File: config.mk
export PLATFORM = sky130hd
export DESIGN_NAME = spi_dac_rx
export DESIGN_NICKNAME = d
export VERILOG_FILES = /design/src/rtl/spi_dac_rx.sv
export SDC_FILE = /design/constraint.sdc
export NUM_CORES = 1
export LEC_CHECK = 0
export CAP_MARGIN = 15
export CORE_ASPECT_RATIO = 1.75
export CORE_MARGIN = 2
export CORE_UTILIZATION = 55
export CTS_CLUSTER_DIAMETER = 60
export DETAILED_ROUTE_END_ITERATION = 16
export PLACE_DENSITY = 0.91
export SYNTH_ARGS = -nofsm -noshare
export SYNTH_HDL_FRONTEND = slang
export SYNTH_SLANG_ARGS = --single-unit
File: constraint.sdc
create_clock -name clk -period 4.3 [get_ports clk]
set_input_delay 1.075 -clock clk [delete_from_list [all_inputs] [get_ports clk]]
set_output_delay 1.075 -clock clk [all_outputs]
set_load 0.05 [all_outputs]
File: src/rtl/spi_dac_rx.sv
// Dual-channel serial DAC-stream receiver: synchronizes the SPI-style inputs into clk,
// shifts both channels MSB first and publishes a sample pair when a frame closes with exactly WIDTH bits.
module spi_dac_rx #(
  parameter int WIDTH = 12
) (
  input  logic             clk,
  input  logic             rst,
  input  logic             spi_le,
  input  logic             spi_clk,
  input  logic             spi_dat_1,
  input  logic             spi_dat_2,
  input  logic             err_clr,
  output logic [WIDTH-1:0] sample_out_1,
  output logic [WIDTH-1:0] sample_out_2,
  output logic             sample_valid,
  output logic             frame_err
);

  localparam int CW = $clog2(WIDTH + 2);
  localparam logic [CW-1:0] CNT_FULL = CW'(WIDTH);
  localparam logic [CW-1:0] CNT_SAT  = CW'(WIDTH + 1);

  // [0],[1] form the synchronizer; [2] is the previous synchronized value
  logic [2:0]       le_sync_q, le_sync_d;
  logic [2:0]       clk_sync_q, clk_sync_d;
  logic [1:0]       dat1_sync_q, dat1_sync_d;
  logic [1:0]       dat2_sync_q, dat2_sync_d;
  logic [CW-1:0]    cnt_q, cnt_d;
  logic [WIDTH-1:0] shift1_q, shift1_d;
  logic [WIDTH-1:0] shift2_q, shift2_d;
  logic [WIDTH-1:0] sample1_q, sample1_d;
  logic [WIDTH-1:0] sample2_q, sample2_d;
  logic             valid_q, valid_d;
  logic             err_q, err_d;
  logic             clk_edge, frame_end;

  assign clk_edge  = clk_sync_q[1] & ~clk_sync_q[2];
  assign frame_end = ~le_sync_q[1] & le_sync_q[2];

  always_comb begin
    le_sync_d   = {le_sync_q[1:0], spi_le};
    clk_sync_d  = {clk_sync_q[1:0], spi_clk};
    dat1_sync_d = {dat1_sync_q[0], spi_dat_1};
    dat2_sync_d = {dat2_sync_q[0], spi_dat_2};
    cnt_d       = cnt_q;
    shift1_d    = shift1_q;
    shift2_d    = shift2_q;
    sample1_d   = sample1_q;
    sample2_d   = sample2_q;
    valid_d     = 1'b0;
    err_d       = err_q;

    if (err_clr) begin
      err_d = 1'b0;
    end

    // Frame end wins over a coincident bit clock; le_sync_q[1] is low then anyway
    if (frame_end) begin
      cnt_d = '0;
      if (cnt_q == CNT_FULL) begin
        sample1_d = shift1_q;
        sample2_d = shift2_q;
        valid_d   = 1'b1;
      end else begin
        err_d = 1'b1;
      end
    end else if (clk_edge && le_sync_q[1]) begin
      shift1_d = {shift1_q[WIDTH-2:0], dat1_sync_q[1]};
      shift2_d = {shift2_q[WIDTH-2:0], dat2_sync_q[1]};
      if (cnt_q != CNT_SAT) begin
        cnt_d = cnt_q + CW'(1);
      end
    end
  end

  always_ff @(posedge clk or posedge rst) begin
    if (rst) begin
      le_sync_q   <= '1;
      clk_sync_q  <= '0;
      dat1_sync_q <= '0;
      dat2_sync_q <= '0;
      cnt_q       <= '0;
      shift1_q    <= '0;
      shift2_q    <= '0;
      sample1_q   <= '0;
      sample2_q   <= '0;
      valid_q     <= 1'b0;
      err_q       <= 1'b0;
    end else begin
      le_sync_q   <= le_sync_d;
      clk_sync_q  <= clk_sync_d;
      dat1_sync_q <= dat1_sync_d;
      dat2_sync_q <= dat2_sync_d;
      cnt_q       <= cnt_d;
      shift1_q    <= shift1_d;
      shift2_q    <= shift2_d;
      sample1_q   <= sample1_d;
      sample2_q   <= sample2_d;
      valid_q     <= valid_d;
      err_q       <= err_d;
    end
  end

  assign sample_out_1 = sample1_q;
  assign sample_out_2 = sample2_q;
  assign sample_valid = valid_q;
  assign frame_err    = err_q;

endmodule

==> impl_metrics.py, run 1 <==
metrics = {
    "critical_path": {
        "worstSetupPathType": "reg -> out",
        "crit_buf_inv": 1,
        "critPathSlowestCell": "clkdlybuf4s50_1",
        "crit_chain": "clkdlybuf4s50_1",
        "startpoint_type": "register",
        "cp-end-kind": "primary output",
        "arrival_ps": 1540,
        "worstPathRequired_ps": 3220,
        "max_stage_delay_ps": 820,
        "crit_family": "buffers and inverters",
        "cp_max_fo": 2,
    },
    "synthesis": {
        "ys_warn_count": 0,
        "synth_top_area_cell": "dfrtp_1",
        "async_flop_share": 1.00,
        "yosys.area.top_type_share": 0.610,
        "yosysSeqAreaShare": 0.642,
        "ys.flop_type": "dfrtp_1",
        "syn_inst": 146,
        "syn_nets": 156,
        "ys_top_cells_by_area": "dfrtp_1 (61%), mux2_2 (13%), mux2_4 (11%)",
        "yosys.cell_types.count": 23,
        "ys_ff_latch": 64,
        "syn_area_um2": 2500,
        "synth_edf_count": 0,
        "avgSynthCellArea_um2": 17.1,
    },
    "timing": {
        "rsz0062_at_grt": "false",
        "fin_crit_ps": 2610,
        "fmax_ghz": 0.383,
        "report.final.hold_viol_count": 0,
        "relSlewSlack": 0.504,
        "final-setup-viol-count": 0,
        "worst_pin_slew_ps": 743,
        "layout_setup_ws_ps": 1690,
        "tns_ps": 0,
        "post-route-period-util": 0.608,
        "drv_slew": 0,
        "fin_worst_skew_ps": 11.7,
    },
    "layout": {
        "nets": 195,
        "layout_commonest_cell": "dfrtp_1",
        "fin_cells": 241,
        "antenna_cells": 0,
        "drive_gt1_frac": 0.389,
        "design_area_um2": 3070,
        "final_cell_mix": "dfrtp_1 (61), clkdlybuf4s50_1 (32), mux2_2 (29)",
        "syn_to_final_growth_pct": 22.8,
    },
    "run_status": {
        "status": "finished, final reports clean",
    },
    "pwr": {
        "p_int_w": 0.00114,
        "p_leak_nw": 1.45,
        "finalPower_w": 0.00148,
        "pwr-share-comb": 0.078,
        "ir_worst_vdd_mv": 0.464,
        "power_frac_seq": 0.503,
        "p_sw_w": 0.000341,
        "clkPwrFrac": 0.419,
        "powerDensity_nw_per_um2": 481,
        "power_switching_share": 0.231,
    },
    "global_routing": {
        "grt_usage": 0.210,
        "grt_max_degree": 38,
        "grt_pass1_wl_um": 7330,
        "antenna_found_initial": 0,
        "grt_pass1_vias": 1469,
        "grt_remaining_overflow": 0,
    },
    "job": {
        "maxCapViolCount": 0,
    },
    "floorplanning": {
        "io_pins": 33,
        "core_area_um2": 4400,
        "die_w_um": 55.0,
        "die-area_um2": 5120,
        "initial_core_util": 0.568,
        "placementRows": 32,
        "dieHeight_um": 93.2,
    },
    "place": {
        "dpl-instance-area_um2": 2830,
        "post-place-ws_ps": 1820,
        "dp_cells": 225,
        "place.port_buffers": 32,
        "globalplace.congestion": 0.677,
        "hpwlAfterDp_um": 2760,
    },
    "clocking": {
        "clkLatencyLatePin_ps": 340,
        "cts_tree": "built",
        "postCtsHoldBufs": 0,
        "clk_path_buf_depth": 2,
        "cts_resized": 0,
        "root_buffer": "clkbuf_8",
        "clk_pin_slew_ps": 70,
        "cts_sinks": 64,
        "post-cts-setup-buffer-count": 0,
        "htree_levels": 3,
        "numCtsBuffers": 9,
    },
    "drt": {
        "drt_iter0_markers": 12,
        "dr.pass1.iters": 4,
        "wl_per_cell_um": 18.0,
        "ant_nets": 0,
        "route.vias.total": 1316,
        "drc": 0,
        "wirelength_um": 4330,
        "via_per_inst": 5.46,
    },
    "worst_hold_path": {
        "hp-class": "reg -> reg",
    },
}
==> kinds of logic after synthesis <==
| logic type | after synthesis | synth area share |
|---|---|---|
| flip-flops | 64 | 0.642 |
| adder cells (fa/ha/maj) | 3 | 0.0150 |
| multiplexers | 49 | 0.249 |
| buffers and inverters | 9 | 0.0325 |
| AND/OR/NAND/NOR | 14 | 0.0455 |
| AO/OA/AOI/OAI | 7 | 0.0165 |
==> state kept, by name (all words and copies together), names as in the netlist <==
register / flops
dat1_sync_q: 2
dat2_sync_q: 2
shift2_q: 12
sample_valid: 1
cnt_q: 4
sample_out_2: 12
sample_out_1: 12
clk_sync_q: 3
frame_err: 1
shift1_q: 12
le_sync_q: 3
==> Yosys cell counts (2+ instances only) <==
| cell | count |
|---|---|
| a21oi_1 | 2 |
| buf_12 | 2 |
| buf_6 | 2 |
| dfrtp_1 | 61 |
| dfstp_2 | 3 |
| ha_1 | 3 |
| inv_1 | 4 |
| mux2_2 | 29 |
| mux2_4 | 19 |
| nand2_1 | 2 |
| nand3_1 | 5 |
| o21ai_0 | 3 |
==> path summary, 6_finish.rpt <==
path / cells past startpoint / slack [ps] / startpoint / to
worst max-delay path: 1 / 1690 / sample_out_1[8] / sample_out_1[8]
worst min-delay path: 0 / 360 / le_sync_q[0] / le_sync_q[1]
worst max register to register: 3 / 2440 / le_sync_q[1] / cnt_q[3]
worst min register to register: 0 / 360 / le_sync_q[0] / le_sync_q[1]
max in group asynchronous: 3 / 2230 / rst / le_sync_q[2]
min in group asynchronous: 2 / 1170 / rst / sample_out_2[10]
==> stage by stage <==
stage	hold slack, ps	util
final	358	0.697
after global routing	364	0.697
after CTS	360	0.697
after detailed placement	335	0.642
after global placement	333	0.642
after floorplan	331	-
==> metal layers <==
metal	track usage	routed length (µm)	up-vias
met4	0.122	135	0
met3	0.0575	149	13
met1	0.274	1730	682
met5	0	0	-
met2	0.309	2320	32
li1	-	-	589
==> power groups by stage <==
stage	combinational [W]	clock, W	sequential (W)
final	0.000115	0.000620	0.000743
after floorplan	0.0000912	0	0.000734
after CTS	0.000118	0.000633	0.000745
after global placement	0.000107	0	0.000746
after detailed placement	0.000114	0	0.000753
after global routing	0.000128	0.000657	0.000757
==> final cells by class <==
class / count / area (µm²)
clock inverter: 7 / 120
inverter: 4 / 15.0
fill: 298 / 1330
multi-input combinational: 73 / 815
clock buffer: 9 / 124
tap: 51 / 63.8
timing repair buffer: 33 / 328
sequential: 64 / 1610
Note: power is estimated with default switching activity, not from simulation.
==> run 2: changes to the inputs <==
--- a/config.mk
+++ b/config.mk
@@ -8,10 +8,10 @@
 export CAP_MARGIN = 15
 export CORE_ASPECT_RATIO = 1.75
 export CORE_MARGIN = 2
-export CORE_UTILIZATION = 55
+export CORE_UTILIZATION = 49
 export CTS_CLUSTER_DIAMETER = 60
 export DETAILED_ROUTE_END_ITERATION = 16
-export PLACE_DENSITY = 0.91
+export PLACE_DENSITY = 0.86
 export SYNTH_ARGS = -nofsm -noshare
 export SYNTH_HDL_FRONTEND = slang
 export SYNTH_SLANG_ARGS = --single-unit
==> constraint.sdc (replaced) <==
create_clock -name clk -period 2.3 [get_ports clk]
set_input_delay 0.575 -clock clk [delete_from_list [all_inputs] [get_ports clk]]
set_output_delay 0.575 -clock clk [all_outputs]
set_load 0.05 [all_outputs]
==> run 2 against run 1 <==
Compared with the run above:
- first-iteration DRC count grew 50%
- die area grew 12%
- sequential power grew 87%
- highest routed layer unchanged
- clock skew shrank 7.1 ps
- final cell count grew 2.5%
- global-route usage shrank 5.3 points
- via count shrank 2.1%
- clock-buffer cell count grew 5
- sequential share of layout area grew 0.34 points
- combinational power grew 82%
==> impl_metrics.py, run 2 (synthesis results as in run 1) <==
metrics = {
    "clocking": {
        "cts_resized": 0,
        "htree_levels": 3,
        "clk_path_buf_depth": 2,
        "clkLatencyLatePin_ps": 330,
        "clk_pin_slew_ps": 60,
        "post-cts-setup-buffer-count": 0,
        "cts_sinks": 64,
        "cts_tree": "built",
        "postCtsHoldBufs": 0,
        "numCtsBuffers": 9,
        "root_buffer": "clkbuf_8",
    },
    "layout": {
        "layout_commonest_cell": "dfrtp_1",
        "syn_to_final_growth_pct": 22.0,
        "drive_gt1_frac": 0.389,
        "fin_cells": 247,
        "antenna_cells": 0,
        "final_cell_mix": "dfrtp_1 (61), clkdlybuf4s50_1 (32), mux2_2 (29)",
        "design_area_um2": 3050,
        "nets": 198,
    },
    "global_routing": {
        "antenna_found_initial": 0,
        "grt_max_degree": 65,
        "grt_remaining_overflow": 0,
        "grt_usage": 0.157,
        "grt_pass1_wl_um": 6600,
        "grt_pass1_vias": 1341,
    },
    "drt": {
        "route.vias.total": 1289,
        "wirelength_um": 3840,
        "wl_per_cell_um": 15.6,
        "drc": 0,
        "drt_iter0_markers": 18,
        "dr.pass1.iters": 4,
        "ant_nets": 0,
        "via_per_inst": 5.22,
    },
    "timing": {
        "relSlewSlack": 0.656,
        "fin_worst_skew_ps": 4.67,
        "report.final.hold_viol_count": 0,
        "fmax_ghz": 0.477,
        "tns_ps": 0,
        "drv_slew": 0,
        "post-route-period-util": 0.912,
        "final-setup-viol-count": 0,
        "worst_pin_slew_ps": 514,
        "fin_crit_ps": 2100,
        "rsz0062_at_grt": "false",
    },
    "floorplanning": {
        "io_pins": 33,
        "core_area_um2": 4930,
        "initial_core_util": 0.507,
        "placementRows": 34,
        "die-area_um2": 5710,
        "die_w_um": 58.0,
        "dieHeight_um": 98.5,
    },
    "pwr": {
        "p_leak_nw": 1.44,
        "powerDensity_nw_per_um2": 806,
        "ir_worst_vdd_mv": 0.527,
    },
    "critical_path": {
        "startpoint_type": "register",
        "cp_max_fo": 2,
        "worstPathRequired_ps": 1730,
        "crit_chain": "clkdlybuf4s50_1",
        "crit_family": "buffers and inverters",
        "crit_buf_inv": 1,
        "cp-end-kind": "primary output",
        "worstSetupPathType": "reg -> out",
        "max_stage_delay_ps": 820,
        "arrival_ps": 1520,
        "critPathSlowestCell": "clkdlybuf4s50_1",
    },
    "place": {
        "dp_cells": 231,
        "hpwlAfterDp_um": 2650,
        "dpl-instance-area_um2": 2870,
        "globalplace.congestion": 0.796,
        "place.port_buffers": 32,
    },
    "worst_hold_path": {
        "hp-class": "reg -> reg",
    },
    "job": {
        "maxCapViolCount": 0,
    },
    "run_status": {
        "status": "finished, final reports clean",
    },
}
[run 2: cell count changes in the layout (fill, tap and decap cells not counted), sizes merged]
cell    previous run  this run
clkbuf             9        14
bufinv             3         0
clkinv             3         1
buf                1         4
[run 2: layout make-up]
cell class	instances	area, µm²
clock inverters	2	12.5
well taps	54	67.6
multi-input cells	73	815
flip-flops and latches	64	1610
clock buffers	14	173
repair buffers	36	363
inverters	4	15.0
fillers	355	1880
[run 2: final timing paths]
path	from	endpoint	slack, ps	cells past startpoint
hold reg to reg	clk_sync_q[0]	clk_sync_q[1]	350	0
setup reg to reg	cnt_q[0]	sample_out_2[7]	520	6
min in group asynchronous	rst	shift2_q[11]	620	3
setup / recovery	sample_out_1[1]	sample_out_1[1]	200	1
hold / removal	clk_sync_q[0]	clk_sync_q[1]	350	0
max in group asynchronous	rst	le_sync_q[0]	1360	3
[run 2: power breakdown]
group / switching, W / internal [W] / leakage, nW
Clock: 0.000382 / 0.000478 / 0.0927
Combinational: 0.0000767 / 0.000132 / 0.512
Sequential: 0.000114 / 0.00128 / 0.840
Total: 0.000572 / 0.00189 / 1.44
[run 2: metrics by stage]
stage	worst slack [ps]	hold WS [ps]	utilization	power [W]
global placement	556	336	0.581	0.00161
detailed placement	515	337	0.581	0.00163
CTS	170	352	0.618	0.00250
floorplan	132	331	-	0.00154
finish	202	349	0.618	0.00246
global route	159	356	0.618	0.00259
[run 2: per-layer routing]
layer  share of wire  global-route usage  vias up
li1                -                   -      603
met1            0.42               0.196      653
met2            0.52               0.240       27
met3           0.039              0.0499        6
met4           0.019              0.0859        0
met5               0                   0        -
==> run 3: changes to the inputs <==
--- a/config.mk
+++ b/config.mk
@@ -8,10 +8,10 @@
 export CAP_MARGIN = 15
 export CORE_ASPECT_RATIO = 1.75
 export CORE_MARGIN = 2
-export CORE_UTILIZATION = 49
+export CORE_UTILIZATION = 54
 export CTS_CLUSTER_DIAMETER = 60
 export DETAILED_ROUTE_END_ITERATION = 16
-export PLACE_DENSITY = 0.86
+export PLACE_DENSITY = 0.89
 export SYNTH_ARGS = -nofsm -noshare
 export SYNTH_HDL_FRONTEND = slang
 export SYNTH_SLANG_ARGS = --single-unit
==> constraint.sdc (replaced) <==
create_clock -name clk -period 2.7 [get_ports clk]
set_input_delay 0.675 -clock clk [delete_from_list [all_inputs] [get_ports clk]]
set_output_delay 0.675 -clock clk [all_outputs]
set_load 0.05 [all_outputs]
==> run 3 against run 2 <==
Compared with the run above:
- via count rose by 1.5%
- utilization rose by 6.7 points
- worst setup slack improved by 300 ps
- register-to-register slack improved by 260 ps
- sequential share of layout area rose by 0.087 points
- die area fell by 8.8%
- non-clock buffer count fell by 2
==> impl_metrics.py, run 3 (synthesis results as in run 1) <==
metrics = {
    "layout": {
        "syn_to_final_growth_pct": 21.8,
        "antenna_cells": 0,
        "drive_gt1_frac": 0.387,
        "final_cell_mix": "dfrtp_1 (61), clkdlybuf4s50_1 (32), mux2_2 (29)",
        "num-fill-cells": 291,
        "nets": 196,
        "layout_commonest_cell": "dfrtp_1",
        "design_area_um2": 3050,
    },
    "drt": {
        "drt_iter0_markers": 19,
        "drc": 0,
        "ant_nets": 0,
        "dr.pass1.iters": 4,
        "route.vias.total": 1308,
        "wl_per_cell_um": 17.3,
        "via_per_inst": 5.40,
        "wirelength_um": 4190,
    },
    "timing": {
        "post-route-period-util": 0.814,
        "report.final.hold_viol_count": 0,
        "tns_ps": 0,
        "fin_crit_ps": 2200,
        "fin_worst_skew_ps": 8.65,
        "final-setup-viol-count": 0,
        "relSlewSlack": 0.555,
        "rsz0062_at_grt": "false",
        "layout_setup_ws_ps": 503,
        "drv_slew": 0,
        "worst_pin_slew_ps": 664,
        "fmax_ghz": 0.455,
    },
    "job": {
        "maxCapViolCount": 0,
    },
    "critical_path": {
        "r2r_start": "le_sync_q[1]",
        "r2r_cells": 3,
        "max_stage_delay_ps": 830,
        "cp-end-kind": "primary output",
        "worstSetupPathType": "reg -> out",
        "cp_max_fo": 2,
        "arrival_ps": 1520,
        "r2r_slack_ps": 780,
        "cp.depth": 1,
        "critPathLaunch": "sample_out_1[3]",
        "crit_chain": "clkdlybuf4s50_1",
        "startpoint_type": "register",
        "crit_buf_inv": 1,
        "worstPathRequired_ps": 2030,
        "crit_family": "buffers and inverters",
        "critPathSlowestCell": "clkdlybuf4s50_1",
        "endpoint": "sample_out_1[3]",
        "r2r-end": "cnt_q[3]",
    },
    "floorplanning": {
        "die-area_um2": 5210,
        "io_pins": 33,
        "placementRows": 32,
        "dieHeight_um": 94.0,
        "core_area_um2": 4440,
        "initial_core_util": 0.563,
        "die_w_um": 55.4,
    },
    "clocking": {
        "root_buffer": "clkbuf_8",
        "postCtsHoldBufs": 0,
        "clkLatencyLatePin_ps": 330,
        "clk_pin_slew_ps": 70,
        "post-cts-setup-buffer-count": 0,
        "cts_resized": 0,
        "clk_path_buf_depth": 2,
        "htree_levels": 3,
        "numCtsBuffers": 9,
        "cts_tree": "built",
        "cts_sinks": 64,
    },
    "pwr": {
        "ir_worst_vdd_mv": 0.560,
        "p_leak_nw": 1.45,
        "powerDensity_nw_per_um2": 732,
        "finalPower_w": 0.00223,
    },
    "run_status": {
        "status": "finished, final reports clean",
    },
    "global_routing": {
        "grt_usage": 0.182,
        "grt_pass1_wl_um": 7020,
        "grt_max_degree": 37,
        "grt_pass1_vias": 1433,
        "grt_remaining_overflow": 0,
        "antenna_found_initial": 0,
    },
    "place": {
        "hpwlAfterDp_um": 2680,
        "place.port_buffers": 32,
        "globalplace.congestion": 0.687,
        "dpl-instance-area_um2": 2830,
        "post-place-ws_ps": 761,
    },
    "worst_hold_path": {
        "hp-class": "reg -> reg",
        "min_delay_path_depth": 0,
    },
}
-- run 3: metrics by stage --
step / util / instances / hold slack (ps)
after floorplan: - / 146 / 331
after global placement: 0.638 / 226 / 334
after detailed placement: 0.638 / 226 / 336
after CTS: 0.685 / 242 / 351
after global routing: 0.685 / 242 / 359
final: 0.685 / 242 / 350
-- run 3: worst min-delay path by stage --
stage                    from             end
2_1_floorplan   clk_sync_q[0]   clk_sync_q[1]
4_1_cts        dat2_sync_q[0]  dat2_sync_q[1]
5_1_grt        dat2_sync_q[0]  dat2_sync_q[1]
6_report        clk_sync_q[0]   clk_sync_q[1]
3_5_place_dp    clk_sync_q[0]   clk_sync_q[1]
3_3_place_gp    clk_sync_q[0]   clk_sync_q[1]
-- run 3: layer usage --
layer / share of wire / vias up / global-route usage
met5: 0 / - / 0
met4: 0.022 / 0 / 0.114
met3: 0.032 / 10 / 0.0413
met2: 0.54 / 28 / 0.296
met1: 0.41 / 679 / 0.217
li1: - / 591 / -
-- run 3: layout make-up --
cell class                 instances  area, µm²  share of cell area
sequential                        64       1610               0.527
tap                               51       63.8              0.0210
clock buffer                      10        128              0.0419
timing repair buffer              34        335               0.110
multi-input combinational         73        815               0.267
clock inverter                     6       83.8              0.0275
inverter                           4       15.0             0.00493
-- run 3: power breakdown --
part	switching (W)	internal (W)
Combinational	0.0000680	0.000111
Sequential	0.0000974	0.00109
Clock	0.000350	0.000517
